<file path="config.mk">
export PLATFORM = sky130hd
export DESIGN_NAME = puf_chal_dispatcher
export DESIGN_NICKNAME = d
export VERILOG_FILES = /design/src/rtl/puf_chal_pkg.sv /design/src/rtl/puf_rr_arbiter.sv /design/src/rtl/puf_chal_dispatcher.sv
export SDC_FILE = /design/constraint.sdc
export NUM_CORES = 2
export LEC_CHECK = 0
export CORE_AREA = 5 5 423 425
export CTS_CLUSTER_DIAMETER = 80
export DETAILED_ROUTE_END_ITERATION = 10
export DIE_AREA = 0 0 428 430
export PLACE_DENSITY = 0.46
export REMOVE_ABC_BUFFERS = 1
export SYNTH_ARGS = -nofsm -noshare
export SYNTH_HDL_FRONTEND = slang
export SYNTH_SLANG_ARGS = --single-unit
</file>
<file path="constraint.sdc">
create_clock -name clk -period 3.9 [get_ports clk]
set_clock_uncertainty 0.15 [all_clocks]
set_input_delay 0.975 -clock clk [delete_from_list [all_inputs] [get_ports clk]]
set_output_delay 0.975 -clock clk [all_outputs]
set_load 0.005 [all_outputs]
</file>
<file path="src/rtl/puf_chal_pkg.sv">
// Shared types and default sizing for the PUF challenge dispatcher.
package puf_chal_pkg;

    typedef enum logic [1:0] {StWarmup, StLoad, StServe} disp_state_t;

    localparam int unsigned DefRngW   = 1024;
    localparam int unsigned DefChalW  = 64;
    localparam int unsigned DefNumReq = 4;

    function automatic int unsigned slices(input int unsigned rng_w, input int unsigned chal_w);
        return rng_w / chal_w;
    endfunction

endpackage

</file>
<file path="src/rtl/puf_rr_arbiter.sv">
// Combinational round-robin pick: first set request at or after the pointer, cyclically.
module puf_rr_arbiter #(
    parameter int unsigned NUM_REQ = 4,
    parameter int unsigned IDW     = $clog2(NUM_REQ)
) (
    input  logic [NUM_REQ-1:0] req_i,
    input  logic [IDW-1:0]     rr_ptr_i,
    output logic               any_o,
    output logic [IDW-1:0]     idx_o,
    output logic [NUM_REQ-1:0] onehot_o
);

    int unsigned j;

    always_comb begin
        any_o    = 1'b0;
        idx_o    = '0;
        onehot_o = '0;
        j        = 0;
        for (int unsigned k = 0; k < NUM_REQ; k++) begin
            j = (int'(rr_ptr_i) + k) % NUM_REQ;
            if (!any_o && req_i[j]) begin
                any_o       = 1'b1;
                idx_o       = IDW'(j);
                onehot_o[j] = 1'b1;
            end
        end
    end

endmodule

</file>
<file path="src/rtl/puf_chal_dispatcher.sv">
// Hands out non-overlapping slices of a snapshotted random word to round-robin requesters.
// Define PUF_CHAL_DISPATCHER_STATS_EN to add the issued_cnt/reload_cnt statistics ports.
module puf_chal_dispatcher
    import puf_chal_pkg::*;
#(
    parameter int unsigned NUM_REQ = DefNumReq,
    parameter int unsigned CHAL_W  = DefChalW,
    parameter int unsigned RNG_W   = DefRngW,
    parameter int unsigned WARMUP  = 16
) (
    input  logic                       clk,
    input  logic                       reset,
    input  logic [RNG_W-1:0]           rng_word,
    input  logic [NUM_REQ-1:0]         req,
    output logic [NUM_REQ-1:0]         gnt,
    output logic [CHAL_W-1:0]          chal,
    output logic                       chal_valid,
    output logic [$clog2(NUM_REQ)-1:0] chal_id,
    output logic                       ready
`ifdef PUF_CHAL_DISPATCHER_STATS_EN
    ,
    output logic [31:0]                issued_cnt,
    output logic [31:0]                reload_cnt
`endif
);

    localparam int unsigned SLICES = slices(RNG_W, CHAL_W);
    localparam int unsigned IDW    = $clog2(NUM_REQ);
    localparam int unsigned SIW    = (SLICES > 1) ? $clog2(SLICES) : 1;
    localparam int unsigned WCW    = $clog2(WARMUP + 1);

    disp_state_t        state_q, state_d;
    logic [WCW-1:0]     warm_cnt_q, warm_cnt_d;
    logic [RNG_W-1:0]   hold_q, hold_d;
    logic [SIW-1:0]     slice_idx_q, slice_idx_d;
    logic [IDW-1:0]     rr_ptr_q, rr_ptr_d;
    logic [NUM_REQ-1:0] gnt_q, gnt_d;
    logic [CHAL_W-1:0]  chal_q, chal_d;
    logic               valid_q, valid_d;
    logic [IDW-1:0]     id_q, id_d;

    logic               arb_any;
    logic [IDW-1:0]     arb_idx;
    logic [NUM_REQ-1:0] arb_onehot;

    puf_rr_arbiter #(
        .NUM_REQ (NUM_REQ)
    ) u_arb (
        .req_i    (req),
        .rr_ptr_i (rr_ptr_q),
        .any_o    (arb_any),
        .idx_o    (arb_idx),
        .onehot_o (arb_onehot)
    );

    always_comb begin
        state_d     = state_q;
        warm_cnt_d  = warm_cnt_q;
        hold_d      = hold_q;
        slice_idx_d = slice_idx_q;
        rr_ptr_d    = rr_ptr_q;
        gnt_d       = '0;
        valid_d     = 1'b0;
        chal_d      = chal_q;
        id_d        = id_q;
        unique case (state_q)
            StWarmup: begin
                warm_cnt_d = warm_cnt_q + WCW'(1);
                if (warm_cnt_q == WCW'(WARMUP - 1)) begin
                    state_d = StLoad;
                end
            end
            StLoad: begin
                hold_d      = rng_word;
                slice_idx_d = '0;
                state_d     = StServe;
            end
            StServe: begin
                if (arb_any) begin
                    gnt_d    = arb_onehot;
                    valid_d  = 1'b1;
                    chal_d   = hold_q[slice_idx_q*CHAL_W +: CHAL_W];
                    id_d     = arb_idx;
                    rr_ptr_d = (arb_idx == IDW'(NUM_REQ - 1)) ? '0 : arb_idx + IDW'(1);
                    // The last slice of this snapshot forces a reload before the next grant.
                    if (slice_idx_q == SIW'(SLICES - 1)) begin
                        state_d = StLoad;
                    end else begin
                        slice_idx_d = slice_idx_q + SIW'(1);
                    end
                end
            end
            default: state_d = StWarmup;
        endcase
    end

    always_ff @(posedge clk or negedge reset) begin
        if (!reset) begin
            state_q     <= StWarmup;
            warm_cnt_q  <= '0;
            hold_q      <= '0;
            slice_idx_q <= '0;
            rr_ptr_q    <= '0;
            gnt_q       <= '0;
            valid_q     <= 1'b0;
            chal_q      <= '0;
            id_q        <= '0;
        end else begin
            state_q     <= state_d;
            warm_cnt_q  <= warm_cnt_d;
            hold_q      <= hold_d;
            slice_idx_q <= slice_idx_d;
            rr_ptr_q    <= rr_ptr_d;
            gnt_q       <= gnt_d;
            valid_q     <= valid_d;
            chal_q      <= chal_d;
            id_q        <= id_d;
        end
    end

    assign gnt        = gnt_q;
    assign chal       = chal_q;
    assign chal_valid = valid_q;
    assign chal_id    = id_q;
    assign ready      = (state_q == StServe);

`ifdef PUF_CHAL_DISPATCHER_STATS_EN
    logic [31:0] issued_q, reload_q;

    always_ff @(posedge clk or negedge reset) begin
        if (!reset) begin
            issued_q <= '0;
            reload_q <= '0;
        end else begin
            if (valid_d && (issued_q != '1)) begin
                issued_q <= issued_q + 32'd1;
            end
            if ((state_q == StLoad) && (reload_q != '1)) begin
                reload_q <= reload_q + 32'd1;
            end
        end
    end

    assign issued_cnt = issued_q;
    assign reload_cnt = reload_q;
`endif

endmodule

</file>
==> run_summary.xml <==
<?xml version="1.0" encoding="UTF-8"?>
<metrics>
  <group name="yosys">
    <metric name="yosysUniqueCellTypes" unit="">39</metric>
    <metric name="yosysTopAreaCellShare" unit="">0.567</metric>
    <metric name="synth-main-ff-cell" unit="">sky130_fd_sc_hd__dfrtp_1</metric>
    <metric name="synth-edff-count" unit="">0</metric>
    <metric name="ys_seq_elements" unit="">1108</metric>
    <metric name="synth_top_area_cell" unit="">sky130_fd_sc_hd__dfrtp_1</metric>
    <metric name="yosysWarningCount" unit="">0</metric>
    <metric name="top_cells_by_area_synth" unit="">sky130_fd_sc_hd__dfrtp_1 (57%), sky130_fd_sc_hd__mux2_2 (24%), sky130_fd_sc_hd__mux4_2 (15%), sky130_fd_sc_hd__clkbuf_1 (1.2%), sky130_fd_sc_hd__mux2_4 (0.92%)</metric>
    <metric name="post_syn_area" unit="µm²">48900</metric>
    <metric name="syn-mean-instance-area" unit="µm²">17.4</metric>
    <metric name="syn-instance-count" unit="">2811</metric>
    <metric name="postSynth.asyncResetShare" unit="">1.00</metric>
    <metric name="yosysSeqAreaShare" unit="">0.567</metric>
  </group>
  <group name="sta">
    <metric name="final.period_utilization" unit="">0.839</metric>
    <metric name="final_max_tran_viols" unit="">0</metric>
    <metric name="unrepaired_setup_endpoints_after_global_routing" unit="">false</metric>
    <metric name="setup_slack" unit="ns">0.628</metric>
    <metric name="final_period_minus_worst_setup_slack" unit="ns">3.27</metric>
    <metric name="finalHoldViolCount" unit="">0</metric>
    <metric name="finalSetupTns" unit="ns">0</metric>
    <metric name="finalSetupViolations" unit="">0</metric>
    <metric name="worst_slew_margin_rel" unit="">0.419</metric>
    <metric name="fmaxAchievable" unit="MHz">306</metric>
    <metric name="max_slew.worst_pin.slew" unit="ns">0.872</metric>
  </group>
  <group name="die">
    <metric name="core-area" unit="µm²">175000</metric>
    <metric name="die-height" unit="µm">430</metric>
    <metric name="i_o_pin_count" unit="">1102</metric>
    <metric name="initial_core_util" unit="">0.279</metric>
    <metric name="rows" unit="">154</metric>
    <metric name="die_w" unit="µm">428</metric>
    <metric name="die_area" unit="µm²">184000</metric>
  </group>
  <group name="placement">
    <metric name="pre_cts_slack" unit="ns">0.204</metric>
    <metric name="placedCellCount" unit="">6140</metric>
    <metric name="io_buffers" unit="">1101</metric>
    <metric name="detailedPlacementHpwl" unit="mm">134</metric>
    <metric name="gpl_wtd_cong" unit="">0.828</metric>
  </group>
  <group name="layout">
    <metric name="multiInputGateArea" unit="µm²">20300</metric>
    <metric name="seq_area" unit="µm²">27700</metric>
    <metric name="layout-area-overhead-vs-synth" unit="%">38.9</metric>
    <metric name="most-common-layout-cells" unit="">sky130_fd_sc_hd__dfrtp_1 (1104), sky130_fd_sc_hd__clkdlybuf4s50_1 (1100), sky130_fd_sc_hd__mux2_2 (1063)</metric>
    <metric name="mostFrequentLayoutCell" unit="">sky130_fd_sc_hd__dfrtp_1</metric>
    <metric name="finalCoreUtilization" unit="">0.388</metric>
    <metric name="final_nets" unit="">4983</metric>
    <metric name="drive_above_1_share" unit="">0.426</metric>
    <metric name="fillers" unit="">16500</metric>
    <metric name="final-instance-count-excl-fill" unit="">6438</metric>
  </group>
  <group name="power_and_ir_drop">
    <metric name="power-per-cell-area" unit="nW/µm²">581</metric>
    <metric name="worst_ir_drop_vdd" unit="V">0.000425</metric>
    <metric name="total_leakage_power" unit="nW">30.2</metric>
    <metric name="fin_total_pwr" unit="mW">39.5</metric>
  </group>
  <group name="drt">
    <metric name="routed_wirelength" unit="mm">178</metric>
    <metric name="post-route-drc-count" unit="">0</metric>
    <metric name="num_vias" unit="">30700</metric>
    <metric name="drt-pass1-iter-count" unit="">5</metric>
    <metric name="drt_first_iter_violations" unit="">1640</metric>
    <metric name="drtAntennaViolNets" unit="">0</metric>
    <metric name="avgViaCountPerCell" unit="">4.76</metric>
    <metric name="routed_wire_length_per_instance" unit="µm">27.7</metric>
  </group>
  <group name="global_routing">
    <metric name="grt.overflow.total" unit="">0</metric>
    <metric name="busiest_layer" unit="">met2</metric>
    <metric name="grt_first_pass_wirelength" unit="mm">254</metric>
    <metric name="globalRouteMet2Util" unit="">0.338</metric>
    <metric name="largest_net_degree_at_the_start_of_global_routing" unit="">142</metric>
    <metric name="antenna_found_initial" unit="">130</metric>
    <metric name="groute.usage.overall" unit="">0.191</metric>
    <metric name="grt_util_met1" unit="">0.228</metric>
    <metric name="global_route.usage.met3" unit="">0.0486</metric>
    <metric name="number_of_global_route_vias_before_repair" unit="">32800</metric>
  </group>
  <group name="run_status">
    <metric name="run_status" unit="">completed</metric>
  </group>
  <group name="cts">
    <metric name="clkLatencyLatePin" unit="ns">0.77</metric>
    <metric name="holdBufCountCts" unit="">1</metric>
    <metric name="number_of_buffers_between_clock_root_and_the_deepest_sink" unit="">3</metric>
    <metric name="clk_root_buffer_cell" unit="">sky130_fd_sc_hd__clkbuf_16</metric>
    <metric name="post_cts.repair.setup_buffers" unit="">0</metric>
    <metric name="cts.sink_count" unit="">1108</metric>
    <metric name="cts_tree" unit="">built</metric>
    <metric name="clkSlewWorstSetupHoldPaths" unit="ns">0.06</metric>
    <metric name="cts_h_tree_lvls" unit="">4</metric>
    <metric name="numCtsBuffers" unit="">139</metric>
    <metric name="post_cts.resized_instances" unit="">0</metric>
  </group>
  <group name="critical_path">
    <metric name="critPathRequiredTime" unit="ns">2.77</metric>
    <metric name="critical_path_peak_fanout" unit="">8</metric>
    <metric name="worstSetupEndpointType" unit="">output port</metric>
    <metric name="kind_of_start_point_of_the_critical_path" unit="">flip-flop</metric>
    <metric name="crit_start" unit="">state_q[1]</metric>
    <metric name="cp.arrival" unit="ns">2.15</metric>
    <metric name="worst-setup-path-type" unit="">flip-flop to output port</metric>
  </group>
  <group name="flow_run">
    <metric name="timing.max_cap.violations" unit="">0</metric>
  </group>
  <group name="hold_path">
    <metric name="hold_path_startpoint" unit="">warm_cnt_q[3]</metric>
    <metric name="hold_path_class" unit="">flip-flop to flip-flop</metric>
  </group>
</metrics>
final timing paths:
| path | end | slack, ns | cells after the start |
|---|---|---|---|
| min | warm_cnt_q[3] | 0.32 | 1 |
| max in group asynchronous | hold_q[315] | 1.81 | 3 |
| max reg2reg | chal[42] | 0.80 | 8 |
| min in group asynchronous | hold_q[403] | 0.60 | 2 |
| min reg2reg | warm_cnt_q[3] | 0.32 | 1 |
| max | ready | 0.63 | 3 |
metrics by stage:
step | area [µm²] | hold slack [ns]
after floorplan | 48100 | 0.282
after CTS | 67800 | 0.323
after detailed placement | 63100 | 0.315
after global placement | 63100 | 0.307
final | 67900 | 0.322
after global routing | 67800 | 0.355
Yosys cell counts, types with 8 or more instances:
master                     number
sky130_fd_sc_hd__buf_1         12
sky130_fd_sc_hd__dfrtp_1     1108
sky130_fd_sc_hd__mux2_2      1063
sky130_fd_sc_hd__mux4_2       324
sky130_fd_sc_hd__mux2_4        30
sky130_fd_sc_hd__nand2_1       11
sky130_fd_sc_hd__a21oi_1        8
sky130_fd_sc_hd__ha_1          11
sky130_fd_sc_hd__buf_2         18
sky130_fd_sc_hd__nor2_1         8
sky130_fd_sc_hd__clkbuf_1     160
power by group:
group	internal [mW]	leakage, nW	switching (mW)	total (mW)
logic	6.48	12.8	4.48	11.0
clock network	7.94	2.28	5.19	13.1
registers	13.8	15.1	1.55	15.4
worst max-delay path, cell delays in order (launching register included):
cell                              delay (ns)
sky130_fd_sc_hd__dfrtp_1                0.44
sky130_fd_sc_hd__nand2b_1               0.12
sky130_fd_sc_hd__clkinv_1               0.24
sky130_fd_sc_hd__clkdlybuf4s50_1        0.58
sequential cells by signal (all words and copies together), names as in the netlist, named ones only:
register and cells:
gnt 4, chal 64, state_q 2, rr_ptr_q 1, chal_id 2, chal_valid 1, slice_idx_q 4, warm_cnt_q 5
hold_q 1024
layout make-up:
type	count	area share
well taps	2340	0.0431
multi-input cells	1502	0.300
clock buffers	211	0.0618
flip-flops and latches	1108	0.409
inverters	5	0.000350
clock inverters	39	0.00667
repair buffers	1186	0.178
diodes	47	0.00173
layer usage:
layer / vias to the layer above / part of all wire / routed length [µm]
li1: 13100 / - / -
met1: 16300 / 0.40 / 70500
met2: 875 / 0.52 / 93500
met3: 348 / 0.052 / 9250
met4: 28 / 0.027 / 4780
met5: - / 0.0011 / 203
cell families after synthesis:
family	share of synthesized area
buffers and inverters	0.0171
xor gates and xnor gates	0.000896
adders and majority gates	0.00282
muxes	0.404
DFF	0.567
AOI/OAI and AO/OA	0.00397
and+or+nand+nor	0.00415
(Power assumes the default switching activity.)
